### config.mk
export PLATFORM = sky130hd
export DESIGN_NAME = demux_memoria
export DESIGN_NICKNAME = d
export VERILOG_FILES = /design/src/rtl/demux_memoria_pkg.sv /design/src/rtl/demux_memoria_fifo_carril.sv /design/src/rtl/demux_memoria.sv
export SDC_FILE = /design/constraint.sdc
export NUM_CORES = 1
export LEC_CHECK = 0
export BUFFER_PORTS_ARGS = -buffer_cell sky130_fd_sc_hd__buf_2
export CORE_ASPECT_RATIO = 1.25
export CORE_MARGIN = 2
export CORE_UTILIZATION = 40
export CTS_BUF_LIST = sky130_fd_sc_hd__clkbuf_4 sky130_fd_sc_hd__clkbuf_8 sky130_fd_sc_hd__clkbuf_16
export DETAILED_ROUTE_END_ITERATION = 12
export PLACE_DENSITY = 0.66
export SLEW_MARGIN = 10
export SYNTH_ARGS = -nofsm -noshare
export SYNTH_HDL_FRONTEND = slang
export SYNTH_SLANG_ARGS = --single-unit
### constraint.sdc
create_clock -name clk -period 3.7 [get_ports clk]
set_input_delay 0.37 -clock clk [delete_from_list [all_inputs] [get_ports clk]]
set_output_delay 0.37 -clock clk [all_outputs]
set_load 0.1 [all_outputs]
### src/rtl/demux_memoria_pkg.sv
// Shared definitions for the demux_memoria slice.
// Default widths and depth for the lane FIFOs, and the lane encoding of the selector.
package demux_memoria_pkg;

  localparam int DEF_DATA_W = 2;  // word width
  localparam int DEF_DEPTH  = 2;  // entries per lane FIFO (power of 2, >= 2)
  localparam int DEF_CNT_W  = 4;  // transition counter width

  localparam logic LANE0 = 1'b0;
  localparam logic LANE1 = 1'b1;

endpackage : demux_memoria_pkg

### src/rtl/demux_memoria_fifo_carril.sv
// fifo_carril: one output lane of the demux.
// A DEPTH-entry FIFO plus a last-pushed-word register and a wrapping counter of
// 0->1 bit transitions between consecutive pushed words.
// Ports:
//   clk, reset_L  clock, asynchronous active-low reset
//   push, din     write din at the tail (ignored when full)
//   pop           advance the head (ignored when empty)
//   dout, valid   head word (0 when empty), lane not empty
//   full          lane cannot accept a word this cycle
//   count         transition counter, mod 2^CNT_W
module fifo_carril
  import demux_memoria_pkg::*;
#(
  parameter int DATA_W = DEF_DATA_W,
  parameter int DEPTH  = DEF_DEPTH,
  parameter int CNT_W  = DEF_CNT_W
) (
  input  logic              clk,
  input  logic              reset_L,
  input  logic              push,
  input  logic [DATA_W-1:0] din,
  input  logic              pop,
  output logic [DATA_W-1:0] dout,
  output logic              valid,
  output logic              full,
  output logic [CNT_W-1:0]  count
);

  localparam int AW = $clog2(DEPTH);
  localparam logic [AW:0] PTR_ONE = {{AW{1'b0}}, 1'b1};

  // Number of bit positions that go 0 -> 1 from prev to cur.
  function automatic logic [CNT_W-1:0] rise_count(input logic [DATA_W-1:0] prev,
                                                   input logic [DATA_W-1:0] cur);
    logic [CNT_W-1:0] sum;
    sum = {CNT_W{1'b0}};
    for (int i = 0; i < DATA_W; i++) begin
      sum = sum + CNT_W'(~prev[i] & cur[i]);
    end
    return sum;
  endfunction

  logic [DATA_W-1:0] mem_r [DEPTH];
  logic [AW:0]       wr_ptr_r;
  logic [AW:0]       rd_ptr_r;
  logic [DATA_W-1:0] prev_r;
  logic [CNT_W-1:0]  count_r;

  logic              empty_s;
  logic              full_s;
  logic              do_push_s;
  logic              do_pop_s;

  // Pointer compare: same index with differing wrap bit means full.
  always_comb begin
    empty_s   = (wr_ptr_r == rd_ptr_r);
    full_s    = (wr_ptr_r[AW] != rd_ptr_r[AW]) &&
                (wr_ptr_r[AW-1:0] == rd_ptr_r[AW-1:0]);
    // No bypass: a full lane refuses the push even if it pops this cycle.
    do_push_s = push & ~full_s;
    do_pop_s  = pop & ~empty_s;
  end

  // Storage array; contents need no reset since valid gates dout.
  always_ff @(posedge clk) begin
    if (do_push_s) begin
      mem_r[wr_ptr_r[AW-1:0]] <= din;
    end
  end

  // Read/write pointers.
  always_ff @(posedge clk or negedge reset_L) begin
    if (!reset_L) begin
      wr_ptr_r <= {(AW+1){1'b0}};
      rd_ptr_r <= {(AW+1){1'b0}};
    end else begin
      if (do_push_s) begin
        wr_ptr_r <= wr_ptr_r + PTR_ONE;
      end
      if (do_pop_s) begin
        rd_ptr_r <= rd_ptr_r + PTR_ONE;
      end
    end
  end

  // Previous accepted word and wrapping transition counter.
  always_ff @(posedge clk or negedge reset_L) begin
    if (!reset_L) begin
      prev_r  <= {DATA_W{1'b0}};
      count_r <= {CNT_W{1'b0}};
    end else if (do_push_s) begin
      prev_r  <= din;
      count_r <= count_r + rise_count(prev_r, din);
    end
  end

  // Head word is forced to zero when the lane is empty.
  always_comb begin
    if (empty_s) begin
      dout = {DATA_W{1'b0}};
    end else begin
      dout = mem_r[rd_ptr_r[AW-1:0]];
    end
  end

  assign valid = ~empty_s;
  assign full  = full_s;
  assign count = count_r;

endmodule : fifo_carril

### src/rtl/demux_memoria.sv
// demux_memoria: routes an incoming word stream into one of two buffered lanes.
// Ports:
//   clk, reset_L              clock, asynchronous active-low reset
//   valid_in, selector, data_in   offered word and its destination lane
//   ready_in                  selected lane has room (combinational)
//   data_outN, valid_outN, popN   lane N head, not-empty flag, consumer pop
//   countN                    lane N 0->1 transition counter
//   drop_err                  sticky: a word was offered to a full lane
module demux_memoria
  import demux_memoria_pkg::*;
#(
  parameter int DATA_W = DEF_DATA_W,
  parameter int DEPTH  = DEF_DEPTH,
  parameter int CNT_W  = DEF_CNT_W
) (
  input  logic              clk,
  input  logic              reset_L,
  input  logic              valid_in,
  input  logic              selector,
  input  logic [DATA_W-1:0] data_in,
  output logic              ready_in,
  output logic [DATA_W-1:0] data_out0,
  output logic              valid_out0,
  input  logic              pop0,
  output logic [DATA_W-1:0] data_out1,
  output logic              valid_out1,
  input  logic              pop1,
  output logic [CNT_W-1:0]  count0,
  output logic [CNT_W-1:0]  count1,
  output logic              drop_err
);

  logic full0_s;
  logic full1_s;
  logic push0_s;
  logic push1_s;
  logic ready_s;
  logic drop_err_r;

  // Selector decode: readiness and push strobe follow the addressed lane only.
  always_comb begin
    push0_s = 1'b0;
    push1_s = 1'b0;
    ready_s = 1'b1;
    case (selector)
      LANE0: begin
        ready_s = ~full0_s;
        push0_s = valid_in & ~full0_s;
      end
      LANE1: begin
        ready_s = ~full1_s;
        push1_s = valid_in & ~full1_s;
      end
      default: begin
        ready_s = 1'b0;
      end
    endcase
  end

  // Sticky drop flag; only reset clears it.
  always_ff @(posedge clk or negedge reset_L) begin
    if (!reset_L) begin
      drop_err_r <= 1'b0;
    end else if (valid_in && !ready_s) begin
      drop_err_r <= 1'b1;
    end
  end

  fifo_carril #(.DATA_W(DATA_W), .DEPTH(DEPTH), .CNT_W(CNT_W)) u_carril0 (
    .clk     (clk),
    .reset_L (reset_L),
    .push    (push0_s),
    .din     (data_in),
    .pop     (pop0),
    .dout    (data_out0),
    .valid   (valid_out0),
    .full    (full0_s),
    .count   (count0)
  );

  fifo_carril #(.DATA_W(DATA_W), .DEPTH(DEPTH), .CNT_W(CNT_W)) u_carril1 (
    .clk     (clk),
    .reset_L (reset_L),
    .push    (push1_s),
    .din     (data_in),
    .pop     (pop1),
    .dout    (data_out1),
    .valid   (valid_out1),
    .full    (full1_s),
    .count   (count1)
  );

  assign ready_in = ready_s;
  assign drop_err = drop_err_r;

endmodule : demux_memoria

Yosys cells after proc, flatten, opt, wreduce, memory -nomap -nowiden

Memory sizes are Yosys's and may differ from the RTL's.
Cells that the tools add are included.

Register bits: 21
RAM bits: 8
Input bits: 8
Output and inout bits: 16
Word-level logic and storage cells: 57
Memories kept: 2

Memory list:

| memory          | words | width | rd ports | clocked after memory_dff | write ports | RTL line                        | source |
|---|---|---|---|---|---|---|---|
| u_carril0.mem_r | 2     | 2     | 1        | 0                        | 1           | demux_memoria_fifo_carril.sv:43 | `logic [DATA_W-1:0] mem_r [DEPTH];` |
| u_carril1.mem_r | 2     | 2     | 1        | 0                        | 1           | demux_memoria_fifo_carril.sv:43 |  |

Add/subtract/negate cells: 8
Equality and inequality tests: 6
Muxes and demuxes: 9
Bitwise logic cells: 19
Reductions and logical operators: 4

Operators by type and width:

| operator                                                       | number |
|---|---|
| 4-bit adder                                                    | 4 |
| 4-bit by 1-bit bitwise AND with 4-bit output                   | 4 |
| 1-bit inverter with 4-bit output                               | 4 |
| 2-bit by 1-bit adder with 2-bit output (second input constant) | 4 |
| 1-bit bitwise AND                                              | 6 |
| 1-bit two-way mux                                              | 6 |
| 1-bit inverter                                                 | 5 |
| 2-bit equality test                                            | 2 |
| 2-bit two-way mux                                              | 2 |
| 1-bit logical AND                                              | 3 |
| 1-bit equality test                                            | 2 |
| 1-bit inequality test                                          | 2 |
| 1-bit one-hot mux with 2 select lines                          | 1 |
| 1-bit logical NOT                                              | 1 |

Longest topological paths before layout

Gate-level depths: netlist of run 1.

Depth in word-level cells: 8
Mapped depth: 6
Depth with buffers taken out: 6

Modules after synthesis

A second synthesis of run 1 with hierarchy kept.

Cells, all modules: 109
Area, all modules: 1,423.9 um2

Modules (own cells, without submodules):

| module        | times used | cells an instance | area an instance (um2) | sequential area each (um2) |
|---|---|---|---|---|
| fifo_carril   | 2          | 51                | 680.7                  | 370.4 |
| demux_memoria | 1          | 7                 | 62.6                   | 25.0 |

Least setup slack after synthesis of run 1

No wires, ideal clock.

Path kind: register to output
Start: reg u_carril1.rd_ptr_r[0]
End: out ready_in
Data arrival time: 2.388 ns
Required time: 3.330 ns
Path slack: 0.942 ns
Cell stages (with the launch flop): 5
Buffers on the path: 1
Cell sequence: dfrtp_1 -> buf_4 -> xor2_2 -> nor2_1 -> mux2i_1

Longest elaborated chain between the ends: 4

RTL lines:

| element                               | RTL line                        | source |
|---|---|---|
| start, declared                       | demux_memoria_fifo_carril.sv:45 | `logic [AW:0] rd_ptr_r;` |
| start signal, assigned                | demux_memoria_fifo_carril.sv:75 | `rd_ptr_r <= {(AW+1){1'b0}};` |
| start signal, assigned                | demux_memoria_fifo_carril.sv:81 | `rd_ptr_r <= rd_ptr_r + PTR_ONE;` |
| 1-bit equality test                   | demux_memoria_fifo_carril.sv:58 | `(wr_ptr_r[AW-1:0] == rd_ptr_r[AW-1:0]);` |
| 1-bit logical AND                     | demux_memoria_fifo_carril.sv:57 | `full_s = (wr_ptr_r[AW] != rd_ptr_r[AW]) &&` |
| 1-bit inverter                        | demux_memoria.sv:51             | `ready_s = ~full1_s;` |
| 1-bit one-hot mux with 2 select lines | demux_memoria.sv:45             | `case (selector)` |
| end, declared                         | demux_memoria.sv:21             | `output logic ready_in,` |

No other way between the ends.

Final worst setup path of run 1

Start: reg u_carril0.rd_ptr_r[0]
End: out ready_in

Longest elaborated chain between the ends: 4

RTL lines:

| element                               | RTL line                        | source |
|---|---|---|
| start, declared                       | demux_memoria_fifo_carril.sv:45 |  |
| start signal, assigned                | demux_memoria_fifo_carril.sv:75 |  |
| start signal, assigned                | demux_memoria_fifo_carril.sv:81 |  |
| 1-bit equality test                   | demux_memoria_fifo_carril.sv:58 |  |
| 1-bit logical AND                     | demux_memoria_fifo_carril.sv:57 |  |
| 1-bit inverter                        | demux_memoria.sv:47             | `ready_s = ~full0_s;` |
| 1-bit one-hot mux with 2 select lines | demux_memoria.sv:45             |  |

No other way between the ends.

==> metrics.txt, run 1 <==
Synth Register Bits=29; grt total ovfl=0; DR vias/cell=4.95; Post-Syn Instances=106; initial drt markers=12; Post-synth ARST share=72.4%; EDFF count, synth=8; FF-to-FF End=u_carril1.count[1]; vias in the first global route=908; Setup CP Type=reg2out; share of the synthesized area in the top cell type=37.3%; Top Metal Used=met4; count of final max-slew check failures=0; TritonCTS clock tree=done; CTS resizes=0; post-detail-place hpwl=1680 um; final hold violation count=0; initial antenna violation count=0; hold_buf cts=0; placed cell area=1560 um^2; Ys Warns=0; slew margin rel.=66.6%; layout cell share with drive strength beyond 1=30.4%; row count=24; outcome=completed; Worst Path Required=3.33 ns; post-CTS repair timing setup buffer count=0; Pre-antenna DRT Iters=3; Synth top cells by count=21 x dfrtp_1, 10 x xnor2_1, 8 x edfxtp_1, 7 x inv_1, 7 x nor2_1; vias=862; post-synth design cell area=1410 um^2; library cells used by synthesis=27; max frequency=455 MHz; Worst EP arrival=1.83 ns; WL met3=140 um; clk sink count=29; diodes inserted=0; residual DRC count=0; clk root buf=clkbuf_8; worst setup margin=1.50 ns; Ports=24; first-pass GRT wire length=3980 um; R2R Path Start=u_carril1.prev_r[0]; Post-synth top flop=dfrtp_1; Hold Path Class=in2async; setup TNS=0 ns; CTS Buffer Depth=2; pre-CTS WS=1.82 ns; RePlAce Congestion=0.813; clock-pin slew on the worst setup and hold paths=0.06 ns; worst r2r path cells=5; Met2 Wirelength=1110 um; reg-to-reg slack, setup=2.08 ns; final instance area=1650 um^2; post-layout util=48.2%; fin crit period=2.20 ns; Syn Area/Cell=13.3 um^2; max cap viols=0; cell accounting for the most synthesized area=dfrtp_1; syn nets=118; die width=57.1 um; worst slew pin tran=0.498 ns; fin nets=146; CP startpoint kind=register; worst-path fanout max=7; total track usage=13.0%; Routed Antenna Nets=0; Detailed Route WL=2300 um; Initial Util=41.2%; Final period util=59.3%; Area Growth Syn to Fin=17.0%; Final setup viols=0; largest net degree at the start of global routing=22; Placeable Area=3420 um^2; RSZ-0062 raised after global routing=false; H-tree Lvls=2; M1 WL=1000 um; sequential share of the synthesized area=54.3%; main area contributors after synthesis=dfrtp_1 37%, edfxtp_1 17%, xnor2_1 6.2%; Port-buffer cells=23; die area=4020 um^2; Num CTS Buffers=5; clock latency on the worst-skew pair=0.28 ns; count leader, synth=dfrtp_1; clk_skew=0.00513 ns; CP endpoint kind=output port; die height=70.4 um; WL/cell=13.2 um
==> final cells by class <==
type	count	area (um^2)
fill	338	1770
sequential	29	766
multi-input combinational	68	603
timing repair buffer	23	115
clock buffer	6	82.6
tap	39	48.8
inverter	7	26.3
clock inverter	2	8.76
==> sequential cells by signal, indices dropped and copies added, names as in the netlist <==
register and cells:
u_carril1.rd_ptr_r 2, u_carril0.count 4, u_carril0.rd_ptr_r 2, u_carril1.prev_r 2, drop_err 1, u_carril1.count 4
u_carril1.mem_r 4, u_carril0.wr_ptr_r 2, u_carril1.wr_ptr_r 2, u_carril0.prev_r 2, u_carril0.mem_r 4
==> per-stage QoR <==
step / hold WS [ns] / instances
6_report: 0.0463 / 174
3_5_place_dp: 0.364 / 166
5_1_grt: 0.0701 / 174
2_1_floorplan: 0.0744 / 106
4_1_cts: 0.0576 / 174
3_3_place_gp: 0.357 / 166
==> worst max-delay path by stage <==
stage                     startpoint  endpoint  slack (ns)  cells after the start
3_5_place_dp   u_carril0.rd_ptr_r[0]  ready_in        1.82                      4
2_1_floorplan  u_carril1.rd_ptr_r[0]  ready_in        0.94                      4
5_1_grt        u_carril0.rd_ptr_r[0]  ready_in        1.41                      4
4_1_cts        u_carril0.rd_ptr_r[0]  ready_in        1.49                      4
3_3_place_gp   u_carril0.rd_ptr_r[0]  ready_in        1.79                      4
6_report       u_carril0.rd_ptr_r[0]  ready_in        1.50                      4
==> cells in the final DEF (no fill, tap or decap), drive strengths merged, types with 3 or more instances in the layout <==
| master | n |
|---|---|
| dfrtp | 21 |
| clkbuf | 6 |
| edfxtp | 8 |
| mux2 | 7 |
| nor2 | 7 |
| xor2 | 8 |
| o211ai | 3 |
| nand2b | 3 |
| xnor2 | 10 |
| inv | 7 |
| a211oi | 4 |
| nor2b | 4 |
| mux2i | 6 |
| buf | 23 |
==> cell families after synthesis <==
family                     count (synthesis)  share of synthesized area (%)
muxes                                     13                           10.9
AOI/OAI and AO/OA                         13                           7.81
DFF                                       29                           54.3
adders and majority gates                  4                           4.61
xor gates and xnor gates                  18                           12.2
buffers and inverters                      9                           2.93
and+or+nand+nor                           20                           7.19
==> critical path, cell delays in order (launching register included) <==
cell	delay, ns
dfrtp_1	0.49
xnor2_1	0.25
and2_1	0.23
mux2i_1	0.12
buf_2	0.44
==> layer usage <==
metal  GRT usage, %  vias up
met3           5.56        6
met4           5.43        0
met2           20.4       20
li1               -      416
met5              0        -
met1           15.5      420
Power of run 1 is left out: the tool's default activity adds up to more than one toggle a clock period on the data nets, which glitch-free logic cannot reach.
==> run 2: changes to the inputs <==
- clock period: 3.7 -> 2.1 ns (I/O delays scaled with it)
==> metrics.txt, run 2 (same netlist as run 1, synthesis figures left out) <==
FILL cells=331 (was 338); clk sink count=29 (unchanged); TritonCTS clock tree=done (unchanged); layout cell share with drive strength beyond 1=33.8% (was 30.4%); worst setup margin=0.150 ns (was 1.50 ns); CP startpoint kind=register (unchanged); Ports=24 (unchanged); residual DRC count=0 (unchanged); Pre-antenna DRT Iters=4 (was 3); largest net degree at the start of global routing=22 (unchanged); vias=859 (was 862); max frequency=513 MHz; initial drt markers=17 (was 12); clock-pin slew on the worst setup and hold paths=0.06 ns (about the same); pre-CTS WS=0.308 ns (was 1.82 ns); row count=24 (unchanged); count of final max-slew check failures=0 (unchanged); clk root buf=clkbuf_8 (unchanged); fin nets=147 (was 146); post-detail-place hpwl=1710 um (was 1680 um); most frequent cells in the layout=20 x dfrtp_1, 20 x buf_2, 9 x xnor2_1, 8 x edfxtp_1, 7 x inv_1 (was 23 x buf_2, 21 x dfrtp_1, 10 x xnor2_1, 8 x edfxtp_1); Num CTS Buffers=5 (unchanged); Routed Antenna Nets=0 (unchanged); outcome=completed (unchanged); RSZ-0062 raised after global routing=false (unchanged); Area Growth Syn to Fin=19.5% (was 17.0%); max cap viols=0 (unchanged); die area=4020 um^2 (unchanged); final hold violation count=0 (unchanged); fin cells=175 (was 174); fin crit period=1.95 ns; Worst Path Required=1.89 ns (was 3.33 ns); WL/cell=13.2 um (about the same); CP endpoint kind=output port (unchanged); worst-path fanout max=6 (was 7); total track usage=13.2% (was 13.0%); die height=70.4 um (unchanged); RePlAce Congestion=0.765 (was 0.813); first-pass GRT wire length=4090 um (was 3980 um); die width=57.1 um (unchanged); Worst EP arrival=1.74 ns (was 1.83 ns); clock latency on the worst-skew pair=0.28 ns (about the same); Final period util=92.8%; Final setup viols=0 (unchanged); grt total ovfl=0 (unchanged); DP Cell Count=166 (unchanged); Setup CP Type=reg2out (unchanged); Detailed Route WL=2310 um (was 2300 um); H-tree Lvls=2 (unchanged); Hold Path Class=in2reg (was in2async); diodes inserted=0 (unchanged); DR vias/cell=4.91 (was 4.95); Placeable Area=3420 um^2 (unchanged); CTS Buffer Depth=2 (unchanged); Initial Util=41.2% (unchanged); Port-buffer cells=23 (unchanged); vias in the first global route=911 (was 908); worst slew pin tran=0.505 ns (was 0.498 ns); clk_skew=0.00434 ns (was 0.00513 ns); initial antenna violation count=0 (unchanged); slew margin rel.=66.2% (was 66.6%); post-layout util=49.2% (was 48.2%)
run 2: changes by cell type in the layout (fill, tap and decap cells not counted), sizes merged:
cell	delta
dlygate4sd3	+1
buf	-2
clkbuf	+2
run 2: routing by layer:
layer | global-route usage [%] | wire (um)
met1 | 16.5 | 1010
met2 | 20.6 | 1130
met3 | 4.26 | 110
met4 | 6.20 | 53
met5 | 0 | 0
run 2: final cells by class:
class                   instances  area (um^2)  area share, %
flip-flops and latches         29          767           45.5
multi-input cells              68          619           36.7
repair buffers                 24          133           7.87
clock buffers                   6         82.6           4.90
well taps                      39         48.8           2.90
inverters                       7         26.3           1.56
clock inverters                 2         8.76          0.520
run 2: timing repair:
item,4_1_cts,5_1_grt
gates resized for setup,1,3
setup buffers,0,0
hold endpoints to repair,21,0
endpoints found under the setup margin,1,3
hold buffers,1,0
run 2: worst paths after layout:
| path | to | slack, ns | start | cells after the start |
|---|---|---|---|---|
| worst max-delay path | data_out1[1] | 0.15 | u_carril1.rd_ptr_r[0] | 4 |
| worst min-delay path | u_carril0.mem_r[0][0] | 0.22 | data_in[0] | 1 |
| worst max register to register | u_carril1.count[1] | 0.49 | u_carril1.prev_r[0] | 5 |
| worst min register to register | u_carril1.count[3] | 0.46 | u_carril1.count[3] | 1 |
| max in group asynchronous | u_carril1.count[0] | 1.33 | reset_L | 2 |
| min in group asynchronous | u_carril0.count[1] | 0.42 | reset_L | 2 |
run 2: per-stage QoR:
stage,area (um^2),TNS [ns],hold slack [ns]
5_1_grt,1690,0,0.233
4_1_cts,1670,0,0.215
2_1_floorplan,1420,-0.549,-0.0856
6_report,1690,0,0.217
3_5_place_dp,1570,0,0.195
3_3_place_gp,1570,0,0.187
run 2: critical path: stages (launching register included):
cell     delay (ns)
dfrtp_1        0.51
xor2_2         0.28
nor2_1         0.14
nor2_2         0.12
buf_2          0.42
Power of run 2 is left out for the same reason.
